===== src/rtl/uart_rx_majority_sampler.sv =====
// UART RX oversampled bit decision.
// The RX line is synchronised, then a 3- or 5-tap majority vote is taken around
// the middle of each bit. Each completed vote produces a one-cycle Sample_Valid
// strobe together with the decided bit and a noise flag.
// Strobe semantics: Sample_Valid is a one-cycle pulse with no ready/backpressure.
// Sampled_Bit and Noise_Flag are valid in the same cycle as the pulse and hold
// their values until the next pulse.
module uart_rx_majority_sampler #(
  parameter int PRESCALE_WIDTH = 6,
  parameter int SYNC_STAGES    = 2
) (
  input  logic                      clk,
  input  logic                      rst,
  input  logic                      RX_In,
  input  logic                      Data_Samp_En,
  input  logic [PRESCALE_WIDTH-1:0] Edge_Cnt,
  input  logic [PRESCALE_WIDTH-1:0] Prescale,
  input  logic                      Samp_Mode,
  output logic                      Sampled_Bit,
  output logic                      Sample_Valid,
  output logic                      Noise_Flag,
  output logic                      Config_Err
);

  localparam int PW = PRESCALE_WIDTH;

  logic          rx_s;
  logic [PW-1:0] cfg_prescale_q;
  logic          cfg_mode_q;
  logic          cfg_err_q;
  logic [2:0]    ones_cnt_q;
  logic [2:0]    tap_cnt_q;
  logic          sampled_bit_q;
  logic          sample_valid_q;
  logic          noise_flag_q;

  // Synchroniser: with zero stages the line is used as-is.
  generate
    if (SYNC_STAGES == 0) begin : g_no_sync
      assign rx_s = RX_In;
    end else begin : g_sync
      logic [SYNC_STAGES-1:0] sync_q;
      // Shift RX_In through the chain; the chain resets to the idle level.
      always_ff @(posedge clk or negedge rst) begin
        if (!rst) begin
          sync_q <= '1;
        end else begin
          sync_q[0] <= RX_In;
          for (int i = 1; i < SYNC_STAGES; i++) begin
            sync_q[i] <= sync_q[i-1];
          end
        end
      end
      assign rx_s = sync_q[SYNC_STAGES-1];
    end
  endgenerate

  // Configuration follows the inputs while idle and freezes for the window.
  always_ff @(posedge clk or negedge rst) begin
    if (!rst) begin
      cfg_prescale_q <= '0;
      cfg_mode_q     <= 1'b0;
      cfg_err_q      <= 1'b0;
    end else if (!Data_Samp_En) begin
      cfg_prescale_q <= Prescale;
      cfg_mode_q     <= Samp_Mode;
      cfg_err_q      <= (Prescale < PW'(4)) || (Samp_Mode && (Prescale < PW'(8)));
    end
  end

  // Tap window geometry derived from the frozen configuration.
  logic [PW-1:0] half_k;
  logic [PW-1:0] mid;
  logic [PW-1:0] win_lo;
  logic [PW-1:0] win_hi;
  logic [PW-1:0] dec_edge;
  logic [2:0]    k3;
  logic [2:0]    n_taps;
  logic          in_win;
  logic          dec_fire;

  assign half_k   = cfg_mode_q ? PW'(2) : PW'(1);
  assign k3       = cfg_mode_q ? 3'd2 : 3'd1;
  assign n_taps   = cfg_mode_q ? 3'd5 : 3'd3;
  assign mid      = (cfg_prescale_q >> 1) - PW'(1);
  assign win_lo   = mid - half_k;
  assign win_hi   = mid + half_k;
  assign dec_edge = win_hi + PW'(1);
  assign in_win   = (Edge_Cnt >= win_lo) && (Edge_Cnt <= win_hi);
  // A vote is only decided if every tap of the window was collected.
  assign dec_fire = Data_Samp_En && !cfg_err_q && (Edge_Cnt == dec_edge) &&
                    (tap_cnt_q == n_taps);

  // Tap accumulator: restarts on each bit and whenever sampling is disabled.
  always_ff @(posedge clk or negedge rst) begin
    if (!rst) begin
      ones_cnt_q <= '0;
      tap_cnt_q  <= '0;
    end else if (!Data_Samp_En || (Edge_Cnt == '0)) begin
      ones_cnt_q <= '0;
      tap_cnt_q  <= '0;
    end else if (in_win && !cfg_err_q) begin
      ones_cnt_q <= ones_cnt_q + {2'b00, rx_s};
      tap_cnt_q  <= tap_cnt_q + 3'd1;
    end
  end

  // Registered decision outputs; bit and noise hold between votes.
  always_ff @(posedge clk or negedge rst) begin
    if (!rst) begin
      sampled_bit_q  <= 1'b1;
      sample_valid_q <= 1'b0;
      noise_flag_q   <= 1'b0;
    end else begin
      sample_valid_q <= dec_fire;
      if (dec_fire) begin
        sampled_bit_q <= (ones_cnt_q > k3);
        noise_flag_q  <= (ones_cnt_q != 3'd0) && (ones_cnt_q != n_taps);
      end
    end
  end

  assign Sampled_Bit  = sampled_bit_q;
  assign Sample_Valid = sample_valid_q;
  assign Noise_Flag   = noise_flag_q;
  assign Config_Err   = cfg_err_q;

endmodule


===== config.mk =====
export PLATFORM = sky130hd
export DESIGN_NAME = uart_rx_majority_sampler
export DESIGN_NICKNAME = d
export VERILOG_FILES = /design/src/rtl/uart_rx_majority_sampler.sv
export SDC_FILE = /design/constraint.sdc
export NUM_CORES = 1
export LEC_CHECK = 0
export ABC_AREA = 1
export CAP_MARGIN = 20
export CORE_MARGIN = 4
export CORE_UTILIZATION = 32
export CTS_BUF_LIST = sky130_fd_sc_hd__clkbuf_8
export DETAILED_ROUTE_END_ITERATION = 10
export DONT_BUFFER_PORTS = 1
export MAX_ROUTING_LAYER = met4
export SLEW_MARGIN = 20
export SYNTH_ARGS = -nofsm -noshare
export SYNTH_HDL_FRONTEND = slang
export SYNTH_SLANG_ARGS = --single-unit

===== constraint.sdc =====
create_clock -name clk -period 2.6 [get_ports clk]
set_input_delay 0.52 -clock clk [delete_from_list [all_inputs] [get_ports clk]]
set_output_delay 0.52 -clock clk [all_outputs]
set_load 0.01 [all_outputs]

# Word level (Yosys, flattened, before mapping)
# Index checks and enable logic that the tools add are counted.
[classes]
n_addsub = 6
magnitude_cmp = 5
eq_ne = 3
mux = 7
n_reduce_logical = 14
[op_table]
columns = ["op", "n"]
rows = [
  ["$mux 3", 5],
  ["$logic_and 1x1->1", 7],
  ["$add 6x1->6 const B", 1],
  ["$add 6x2->6", 1],
  ["$eq 6x6->1", 1],
  ["$ge 6x6->1", 1],
  ["$le 6x6->1", 1],
  ["$logic_not 6->1", 1],
  ["$lt 6x3->1 const B", 1],
  ["$lt 6x4->1 const B", 1],
  ["$sub 5x1->6 const B", 1],
  ["$sub 6x2->6", 1],
  ["$mux 2", 2],
  ["$add 3x1->3", 1],
  ["$add 3x1->3 const B", 1],
  ["$eq 3x3->1", 1],
  ["$gt 3x2->1", 1],
  ["$ne 3x3->1", 1],
  ["$reduce_bool 3->1", 1],
  ["$logic_not 1->1", 2],
  ["$logic_or 1x1->1", 2],
  ["$reduce_bool 2->1", 1],
]
[word_totals]
reg_bits = 19
output_inout_bits = 4
word_cells = 44

# Depth between registers and ports, before layout
# Gate-level depths: netlist of the first run.
[logic_depth]
ltp_word = 7
depth_mapped = 23

# Worst setup path after synthesis of the first run
# Ideal clock, no wire load.
[synth_timing]
path_type = "flip-flop to flip-flop"
startpoint = "register cfg_prescale_q[1]"
endpoint = "register tap_cnt_q[1]"
setup_time_ps = 117
arrival_time_ps = 2776
t_required_ps = 2483
path_slack_ps = -293
path_stages_with_launch = 23
path_cell_list = "dfrtp_1 inv_1 ha_1 inv_1 ha_1 inv_1 nand2_1 nand2_1 nand2_2 inv_2 nand3_1 xor2_1 inv_1 ha_1 nand2_1 nor2_1 nand2_1 o22ai_1 nand3_1 nand2_1 inv_1 nand2_1 nand2_1"
[synth_via]
elab_chain_cells = 6
[synth_lines]
columns = ["item", "line", "rtl"]
rows = [
  ["from (decl)", "28", "logic [PW-1:0] cfg_prescale_q;"],
  ["from (signal assigned)", "65", "cfg_prescale_q <= Prescale;"],
  ["$sub 5x1->6 (*)", "85", "assign mid = (cfg_prescale_q >> 1) - PW'(1);"],
  ["$sub 6x2->6 / $add 6x2->6 (equally long branches)", "86, 87", ""],
  ["$ge 6x6->1 / $le 6x6->1 (equally long branches)", "89", "assign in_win = (Edge_Cnt >= win_lo) && (Edge_Cnt <= win_hi);"],
  ["$logic_and 1x1->1 (*)", "89", ""],
  ["$logic_and 1x1->1 (*)", "102", "end else if (in_win && !cfg_err_q) begin"],
  ["$reduce_bool 2->1 (no source line) (*)", "-", ""],
  ["to (signal assigned)", "104", "tap_cnt_q <= tap_cnt_q + 3'd1;"],
  ["to (decl)", "32", "logic [2:0] tap_cnt_q;"],
]
# Mark *: on every way between the ends. The rest lies on a longest branch, timed or not.
# A chain may end at the register's enable or synchronous reset.

# Worst setup path after layout of the first run
[layout_timing]
startpoint = "register cfg_prescale_q[1]"
endpoint = "register tap_cnt_q[2]"
# Same word-level chain as after synthesis.

==> impl_metrics.csv, run 1 <==
group,metric,value,unit
logic_synthesis,synth_top_cell_by_area,"dfrtp_1",
critical_path,reg2reg_from,"cfg_prescale_q[1]$_DFFE_PN0N_",
critical_path,setup.worst_path.start,"cfg_prescale_q[1]$_DFFE_PN0N_",
critical_path,r2r_setup_slack,-240,ps
route,ant_nets,0,
timing,rsz0062_at_grt,"true",
logic_synthesis,synth-seq-cells,18,
floorplanning,coreArea,5170,um2
pwr,p_leak,1.20,nW
timing,slew_headroom,51.6,%
final_layout,stdcell_area,2370,um2
route,drc,0,
cts,cts_buffers,3,
cts,cts-root-buf,"clkbuf_8",
critical_path,path_class,"flop to flop",
cts,clkSinkCount,18,
logic_synthesis,yosysWarnings,0,
logic_synthesis,synthArstFlopShare,100,%
timing,final-hold-violation-count,0,
critical_path,cp_data_required_time,2780,ps
worst_hold_path,hold_path_class,"primary input to async pin",
route,drt_wl_total,4240,um
route,routedWlPerCell,12.2,um
route,drtIter0Drc,60,
floorplanning,fp.dieW,81.4,um
final_layout,final_nets,321,
final_layout,layout-drive-gt1-share,39.2,%
placed_design,dpl.hpwl,3180,um
logic_synthesis,synthCells,237,
logic_synthesis,synth_most_common_cell,"nand2_1",
status,status,"finished with violations",
global_route,grt_pass1_vias,1614,
timing,setup_slack,-240,ps
timing,tightest_slew,723,ps
critical_path,critPathLaunchType,"flop",
global_route,grt_pass1_wl,7380,um
global_route,antenna_found_initial,0,
floorplanning,ios,21,
critical_path,rr_worst_depth,21,
global_route,track_usage,15.0,%
route,drtPass1Iterations,4,
final_layout,areaGrowthSynthToFinish,37.5,%
critical_path,critPathMaxFanout,8,
placed_design,gp_congestion,0.807,
status,violations,"negative setup slack",
logic_synthesis,synth_edf_count,0,
logic_synthesis,ys.flop_type,"dfrtp_1",
logic_synthesis,synth_common_cells,"51 x nand2_1, 41 x inv_1, 23 x ha_1",
logic_synthesis,yosysUniqueCellTypes,26,
pwr,ir_worst_vdd,172,uV
global_route,grt_max_degree,16,
placed_design,place_area,2080,um2
critical_path,cp.arrival,3020,ps
final_layout,antenna_cells,0,
logic_synthesis,syn_area_per_cell,7.26,um2
pwr,powerDensity,523,nW/um2
cts,clk_pin_slew,70,ps
timing,slew_viol_final,0,
timing,fin_skew,4.72,ps
logic_synthesis,syn_area,1720,um2
global_route,overflow,0,
timing,setup_viol,6,
floorplanning,initial_utilization,33.3,%
run,maxCapViolations,0,
route,viasPerCell,4.62,
critical_path,r2r_end,"tap_cnt_q[2]$_DFFE_PN0P_",
logic_synthesis,synth.area.top_cells,"dfrtp_1 22%, ha_1 17%, nand2_1 11%",
timing,fin_crit_sh,109,%
placed_design,port_buffers,0,
cts,clk_path_buf_depth,2,
critical_path,endpoint_kind,"flop",
floorplanning,dieArea,6620,um2
timing,fin_crit,2840,ps
logic_synthesis,yosysSeqAreaShare,26.4,%
route,vias,1608,
cts,tritoncts,"yes",
logic_synthesis,syn_nets,279,
final_layout,fill_cells,546,
floorplanning,die_y,81.4,um
timing,clock.fmax,352,MHz
floorplanning,core.rowCount,26,
cts,clk_latency,260,ps
placed_design,pre_cts_ws,-381,ps
cts,htreeDepth,1,
logic_synthesis,synth_top_area_share,21.8,%
## cells in the final DEF, fill, tap and decap left out, types with 6 or more instances in the layout
cell type	n
dfrtp_1	15
ha_1	16
o21ai_0	12
ha_4	7
nand3_1	15
inv_1	29
inv_2	12
nand2_4	6
nand2_2	17
nor2_1	11
buf_4	35
nand2_1	41
nand3_2	8
## cells by family (layout without fill, tap and decap cells)
kind of cell	after synthesis	count (layout)	synth area share (%)
AND/OR/NAND/NOR	114	114	31.9
buffers and inverters	44	85	9.59
AO/OA/AOI/OAI	29	29	9.52
adder cells (fa/ha/maj)	25	25	19.0
flip-flops	18	18	26.4
XOR/XNOR	7	7	3.56
## metrics by stage
step	total power, mW	setup TNS, ps	instances	hold slack [ps]	util (%)
2_1_floorplan	0.707	-705	237	224	-
3_3_place_gp	0.864	-1910	336	225	40.3
3_5_place_dp	0.876	-2140	336	225	40.3
4_1_cts	1.20	-1550	348	88.9	44.2
5_1_grt	1.36	-2710	348	79.7	45.8
6_report	1.24	-1320	348	98.0	45.8
## critical path: stages (launching register included)
cell	delay [ps]
dfrtp_1	360
inv_2	60
ha_4	300
inv_4	40
ha_4	250
inv_2	30
nand2_1	40
nand2_1	50
nand2_2	80
inv_2	40
nand3_2	60
xor2_2	190
inv_2	80
ha_4	290
nand2_4	60
nor2_4	90
nand2_2	80
o22ai_2	190
nand3_2	150
nand2_4	150
nand3_1	80
o21ai_1	90
## where the power goes
group	switching (mW)	internal, mW
Clock	0.102	0.135
Combinational	0.353	0.313
Sequential	0.0266	0.308
## timing repair
| action | in CTS | in global routing |
|---|---|---|
| resized for setup | 25 | 17 |
| hold buffers | 1 | 0 |
| setup buffers | 8 | 2 |
| endpoints found under the hold margin | 15 | 0 |
| endpoints found under the setup margin | 8 | 9 |
| pin swaps | 21 | 23 |
## state kept, by name, indices dropped and copies added (netlist names)
signal	flops
cfg_mode_q	1
Noise_Flag	1
ones_cnt_q	3
g_sync.sync_q	2
tap_cnt_q	3
Sampled_Bit	1
Sample_Valid	1
cfg_prescale_q	5
Config_Err	1
## how the worst max path moves through the flow
stage	end	slack (ps)	cells after the start
after floorplan	tap_cnt_q[1]$_DFFE_PN0P_	-140	22
after global placement	tap_cnt_q[0]$_DFFE_PN0P_	-330	21
after detailed placement	tap_cnt_q[0]$_DFFE_PN0P_	-380	21
after CTS	tap_cnt_q[0]$_DFFE_PN0P_	-230	21
after global routing	tap_cnt_q[0]$_DFFE_PN0P_	-430	21
final	tap_cnt_q[2]$_DFFE_PN0P_	-240	21
## cell type report
type                    count  area, um2  share of cell area, %
well taps                  70       87.6                   3.70
inverters                  44        170                   7.19
clock buffers               4       55.1                   2.33
repair buffers             37        284                   12.0
multi-input cells         175       1320                   55.6
flip-flops and latches     18        454                   19.2
## per-layer routing
| layer | GRT usage (%) | vias up | share of wire, % |
|---|---|---|---|
| li1 | - | 844 | - |
| met1 | 18.6 | 739 | 49 |
| met2 | 25.2 | 20 | 47 |
| met3 | 2.00 | 5 | 3.0 |
| met4 | 4.56 | 0 | 1.5 |
| met5 | - | - | 0 |
Note: power is estimated with default switching activity, not from simulation.
==> inputs of run 2 (changes only) <==
--- a/config.mk
+++ b/config.mk
@@ -7,9 +7,8 @@
 export LEC_CHECK = 0
 export ABC_AREA = 1
 export CAP_MARGIN = 20
-export CORE_MARGIN = 4
+export CORE_MARGIN = 8
 export CORE_UTILIZATION = 32
-export CTS_BUF_LIST = sky130_fd_sc_hd__clkbuf_8
 export DETAILED_ROUTE_END_ITERATION = 10
 export DONT_BUFFER_PORTS = 1
 export MAX_ROUTING_LAYER = met4
==> run 2 against run 1 <==
Compared with the run above:
- the run still ends with negative setup slack left
- clock skew shrank 1.8 ps
- sequential share of layout area grew 0.59 points
- die area grew 21%
- sequential power is essentially flat
- critical endpoint is now tap_cnt_q[1]$_DFFE_PN0P_
==> impl_metrics.csv, run 2 (synthesis gave the netlist of run 1 again) <==
group,metric,value,unit
route,drc,0,
route,drtIter0Drc,80,
pwr,combinationalPowerShare,52.8,%
status,violations,"negative setup slack",
pwr,p_leak,1.15,nW
floorplanning,initial_utilization,33.5,%
timing,fin_crit_sh,109,%
route,viasPerCell,4.60,
critical_path,path_cells,"inv_2 -> ha_4 -> inv_4 -> ha_4 -> inv_2 -> nand2_1 -> nand2_1 -> nand2_2 -> inv_2 -> nand3_2 -> xor2_2 -> inv_2 -> ha_4 -> a21oi_2 -> o211ai_1 -> o22ai_2 -> nand3_2 -> nand2_4 -> inv_2 -> nand2_2 -> nand2_1",
critical_path,setup.worst_path.start,"cfg_prescale_q[1]$_DFFE_PN0N_",
floorplanning,dieArea,7980,um2
floorplanning,fp.dieW,89.4,um
critical_path,cpMaxStageDelayCell,"dfrtp_1",
global_route,overflow,0,
status,status,"finished with violations",
final_layout,antenna_cells,0,
global_route,track_usage,12.1,%
route,ant_nets,0,
global_route,grt_pass1_vias,1553,
run,maxCapViolations,0,
critical_path,cp.buffers_inverters,6,
pwr,switching_share,39.5,%
final_layout,areaGrowthSynthToFinish,33.4,%
pwr,powerDensity,528,nW/um2
final_layout,final_common_cell,"nand2_1",
global_route,grt_max_degree,16,
timing,setup_viol,6,
timing,tightest_slew,724,ps
cts,cts_buffers,3,
timing,slew_headroom,51.6,%
cts,clk_pin_slew,70,ps
floorplanning,core.rowCount,26,
pwr,internal_power,0.734,mW
timing,final-hold-violation-count,0,
critical_path,crit_cells,21,
critical_path,critPathLaunchType,"flop",
floorplanning,ios,21,
critical_path,cpPeakStageDelay,360,ps
placed_design,dpl.hpwl,3230,um
cts,htreeDepth,1,
cts,clk_path_buf_depth,2,
critical_path,cp_data_required_time,2760,ps
critical_path,critPathMaxFanout,8,
route,drt_wl_total,4170,um
route,drtPass1Iterations,4,
pwr,switchingPower,0.479,mW
critical_path,rr_worst_depth,21,
placed_design,gp_congestion,0.841,
final_layout,top_regs,"cfg_prescale_q (5), ones_cnt_q (3), tap_cnt_q (3)",
final_layout,layout-drive-gt1-share,36.4,%
cts,clkSinkCount,18,
final_layout,largest_reg_flops,5,
placed_design,place_area,2060,um2
worst_hold_path,hold_path_class,"primary input to async pin",
global_route,antenna_found_initial,0,
critical_path,reg2reg_from,"cfg_prescale_q[1]$_DFFE_PN0N_",
route,routedWlPerCell,12.3,um
cts,clk_latency,260,ps
timing,slew_viol_final,0,
timing,holdWs,97.1,ps
cts,cts-root-buf,"clkbuf_8",
final_layout,stdcell_area,2300,um2
pwr,pwr-share-seq,27.7,%
timing,setup_slack,-224,ps
pwr,power.total,1.21,mW
timing,fin_skew,2.91,ps
placed_design,port_buffers,0,
timing,rsz0062_at_grt,"true",
critical_path,path_class,"flop to flop",
final_layout,mostFrequentLayoutCells,"43 x nand2_1, 29 x inv_1, 25 x buf_4",
route,vias,1558,
timing,clock.fmax,354,MHz
global_route,grt_pass1_wl,7100,um
cts,tritoncts,"yes",
timing,fin_crit,2820,ps
floorplanning,coreArea,5140,um2
pwr,ir_worst_vdd,183,uV
final_layout,final_nets,312,
critical_path,critPathTopFamily,"adder cells",
pwr,p_clk_share,19.4,%
timing,fin_setup_tns,-1190,ps
critical_path,crit_path_frequent_cell,"inv_2",
critical_path,endpoint_kind,"flop",
final_layout,largest_register,"cfg_prescale_q",
floorplanning,die_y,89.4,um
critical_path,cp.arrival,2980,ps
==> run 2: changes by cell type in the layout (fill, tap and decap cells not counted), sizes merged <==
cell / previous run / this run
buf: 36 / 27
==> run 2: power by group through the flow <==
stage	logic [mW]	registers, mW	clock network, mW
floorplan	0.373	0.334	0
global placement	0.524	0.337	0
detailed placement	0.535	0.338	0
CTS	0.606	0.333	0.249
global route	0.730	0.341	0.260
finish	0.641	0.336	0.236
==> run 2: metrics by stage <==
stage               setup slack, ps  cells  utilization [%]
global route                   -389    339             44.7
floorplan                      -141    237                -
finish                         -224    339             44.7
global placement               -312    332             40.2
CTS                            -199    342             43.9
detailed placement             -345    332             40.2
==> run 2: cell type report <==
class,count,area (um2)
sequential,18,454
inverter,44,170
multi-input combinational,175,1300
clock buffer,4,55.1
tap,70,87.6
fill,533,2840
timing repair buffer,28,229
==> run 2: routing by layer <==
metal / vias to the layer above / track usage, % / wire (um)
li1: 827 / - / -
met5: - / - / 0
met3: 5 / 2.76 / 191
met4: 0 / 5.89 / 87
met2: 21 / 18.9 / 1910
met1: 705 / 14.3 / 1980
==> run 2: final timing paths <==
path / end / slack (ps)
min: g_sync.sync_q[0]$_DFF_PN1_ / 100
min reg2reg: g_sync.sync_q[1]$_DFF_PN1_ / 360
max in group asynchronous: ones_cnt_q[1]$_DFFE_PN0P_ / 1390
max reg2reg: tap_cnt_q[1]$_DFFE_PN0P_ / -220
min in group clk: g_sync.sync_q[0]$_DFF_PN1_ / 250
max: tap_cnt_q[1]$_DFFE_PN0P_ / -220
==> run 2: what timing repair did <==
item	CTS	global route
endpoints found under the setup margin	8	9
hold endpoints to repair	15	0
buffers inserted	5	0
gates resized for setup	21	18
pin swaps	20	23
hold buffers	1	0
==> inputs of run 3 (changes only) <==
--- a/config.mk
+++ b/config.mk
@@ -11,7 +11,6 @@
 export CORE_UTILIZATION = 32
 export DETAILED_ROUTE_END_ITERATION = 10
 export DONT_BUFFER_PORTS = 1
-export MAX_ROUTING_LAYER = met4
 export SLEW_MARGIN = 20
 export SYNTH_ARGS = -nofsm -noshare
 export SYNTH_HDL_FRONTEND = slang
==> run 3 against run 2 <==
Compared with the run above:
- the flow still finishes with violations (negative setup slack)
- clock-buffer cell count unchanged
- sequential cell count unchanged
- cell count is the same
- sequential share of layout area stayed put
- hold slack got worse by 1.3 ps
- cell area stayed put
- routed wire length increased by 0.34%
==> impl_metrics.csv, run 3 (synthesis gave the netlist of run 1 again) <==
group,metric,value,unit
status,status,"finished with violations",
status,violations,"negative setup slack",
floorplanning,core.rowCount,26,
timing,rsz0062_at_grt,"true",
cts,clkSinkCount,18,
floorplanning,coreArea,5140,um2
critical_path,r2r_end,"tap_cnt_q[1]$_DFFE_PN0P_",
route,drtPass1Iterations,4,
route,ant_nets,0,
timing,fin_skew,1.95,ps
timing,slew_headroom,50.7,%
pwr,internal_power,0.734,mW
critical_path,reg2reg_from,"cfg_prescale_q[1]$_DFFE_PN0N_",
final_layout,multi_input_area,1300,um2
timing,fin_setup_tns,-1180,ps
cts,tritoncts,"yes",
floorplanning,fp.dieW,89.4,um
cts,clk_path_buf_depth,2,
final_layout,antenna_cells,0,
placed_design,port_buffers,0,
pwr,switchingPower,0.481,mW
pwr,combinationalPowerShare,52.8,%
worst_hold_path,hold_path_class,"primary input to async pin",
global_route,grt_max_degree,16,
pwr,pwr-share-seq,27.7,%
placed_design,pre_cts_ws,-345,ps
placed_design,place_area,2060,um2
timing,slew_viol_final,0,
route,routedWlPerCell,12.3,um
timing,fin_crit,2820,ps
placed_design,dpl.hpwl,3230,um
final_layout,final_cells,339,
critical_path,cp.arrival,2980,ps
route,viasPerCell,4.60,
timing,setup_viol,6,
final_layout,final_common_cell,"nand2_1",
global_route,grt_pass1_vias,1555,
cts,clk_pin_slew,70,ps
critical_path,critPathLaunchType,"flop",
pwr,power.total,1.21,mW
critical_path,r2r_setup_slack,-220,ps
pwr,ir_worst_vdd,183,uV
critical_path,cp_data_required_time,2760,ps
pwr,p_leak,1.15,nW
final_layout,top_regs,"cfg_prescale_q (5), ones_cnt_q (3), tap_cnt_q (3)",
floorplanning,die_y,89.4,um
timing,clock.fmax,354,MHz
final_layout,largest_reg_flops,5,
cts,cts-root-buf,"clkbuf_8",
critical_path,critPathMaxFanout,8,
final_layout,areaGrowthSynthToFinish,33.4,%
timing,fin_crit_sh,109,%
floorplanning,dieArea,7980,um2
final_layout,largest_register,"cfg_prescale_q",
final_layout,mostFrequentLayoutCells,"43 x nand2_1, 29 x inv_1, 25 x buf_4",
cts,htreeDepth,1,
timing,final-hold-violation-count,0,
global_route,grt_pass1_wl,7100,um
route,drtIter0Drc,86,
pwr,p_clk_share,19.5,%
route,vias,1559,
timing,tightest_slew,737,ps
pwr,powerDensity,529,nW/um2
timing,setup_slack,-222,ps
final_layout,final_util,44.7,%
placed_design,dpl.cell_count,332,
final_layout,final_nets,312,
final_layout,stdcell_area,2300,um2
global_route,track_usage,11.7,%
floorplanning,ios,21,
final_layout,seqCellArea,454,um2
timing,holdWs,95.8,ps
critical_path,rr_worst_depth,21,
final_layout,fill_cells,533,
final_layout,layout-drive-gt1-share,36.4,%
placed_design,gp_congestion,0.828,
floorplanning,initial_utilization,33.5,%
route,drc,0,
pwr,switching_share,39.6,%
route,drt_wl_total,4180,um
cts,cts_buffers,3,
cts,clk_latency,260,ps
global_route,antenna_found_initial,0,
global_route,overflow,0,
critical_path,endpoint_kind,"flop",
critical_path,path_class,"flop to flop",
run,maxCapViolations,0,
[run 3: layout make-up]
cell class / instances / area share [%]
inverters: 44 / 7.41
multi-input cells: 175 / 56.6
clock buffers: 4 / 2.40
flip-flops and latches: 18 / 19.8
well taps: 70 / 3.81
repair buffers: 28 / 9.97
[run 3: critical path, cell delays in order (launching register included)]
cell,delay (ps)
dfrtp_1,360
inv_2,60
ha_4,290
inv_4,40
ha_4,250
inv_2,30
nand2_1,40
nand2_1,50
nand2_2,70
inv_2,40
nand3_2,60
xor2_2,200
inv_2,80
ha_4,260
a21oi_2,150
o211ai_1,130
o22ai_2,140
nand3_2,140
nand2_4,160
inv_2,50
nand2_2,50
nand2_1,40
[run 3: worst max path at each step]
stage | start | endpoint | slack [ps] | cells after the start
global placement | cfg_prescale_q[1]$_DFFE_PN0N_ | tap_cnt_q[0]$_DFFE_PN0P_ | -310 | 21
detailed placement | cfg_prescale_q[1]$_DFFE_PN0N_ | tap_cnt_q[2]$_DFFE_PN0P_ | -340 | 22
finish | cfg_prescale_q[1]$_DFFE_PN0N_ | tap_cnt_q[1]$_DFFE_PN0P_ | -220 | 21
global route | cfg_prescale_q[1]$_DFFE_PN0N_ | tap_cnt_q[0]$_DFFE_PN0P_ | -390 | 22
floorplan | cfg_prescale_q[1]$_DFFE_PN0N_ | tap_cnt_q[1]$_DFFE_PN0P_ | -140 | 22
CTS | cfg_prescale_q[1]$_DFFE_PN0N_ | tap_cnt_q[0]$_DFFE_PN0P_ | -200 | 21
[run 3: metal layers]
layer | up-vias | wire length [um] | track usage (%)
met5 | - | 0 | 0
met4 | 0 | 87 | 5.89
met3 | 5 | 192 | 2.67
met2 | 22 | 1920 | 19.0
met1 | 705 | 1990 | 14.2
li1 | 827 | - | -
[run 3: power groups by stage]
stage | logic, mW | clock network [mW] | registers, mW
floorplan | 0.373 | 0 | 0.334
global placement | 0.524 | 0 | 0.337
detailed placement | 0.535 | 0 | 0.338
CTS | 0.606 | 0.249 | 0.333
global route | 0.730 | 0.257 | 0.341
finish | 0.641 | 0.237 | 0.336
[run 3: repair_timing]
item | CTS | global route
endpoints found under the hold margin | 15 | 0
setup buffers | 5 | 0
hold buffers | 1 | 0
pin swaps | 20 | 23
cloned | 0 | 0
resized for setup | 21 | 18
endpoints found under the setup margin | 8 | 9
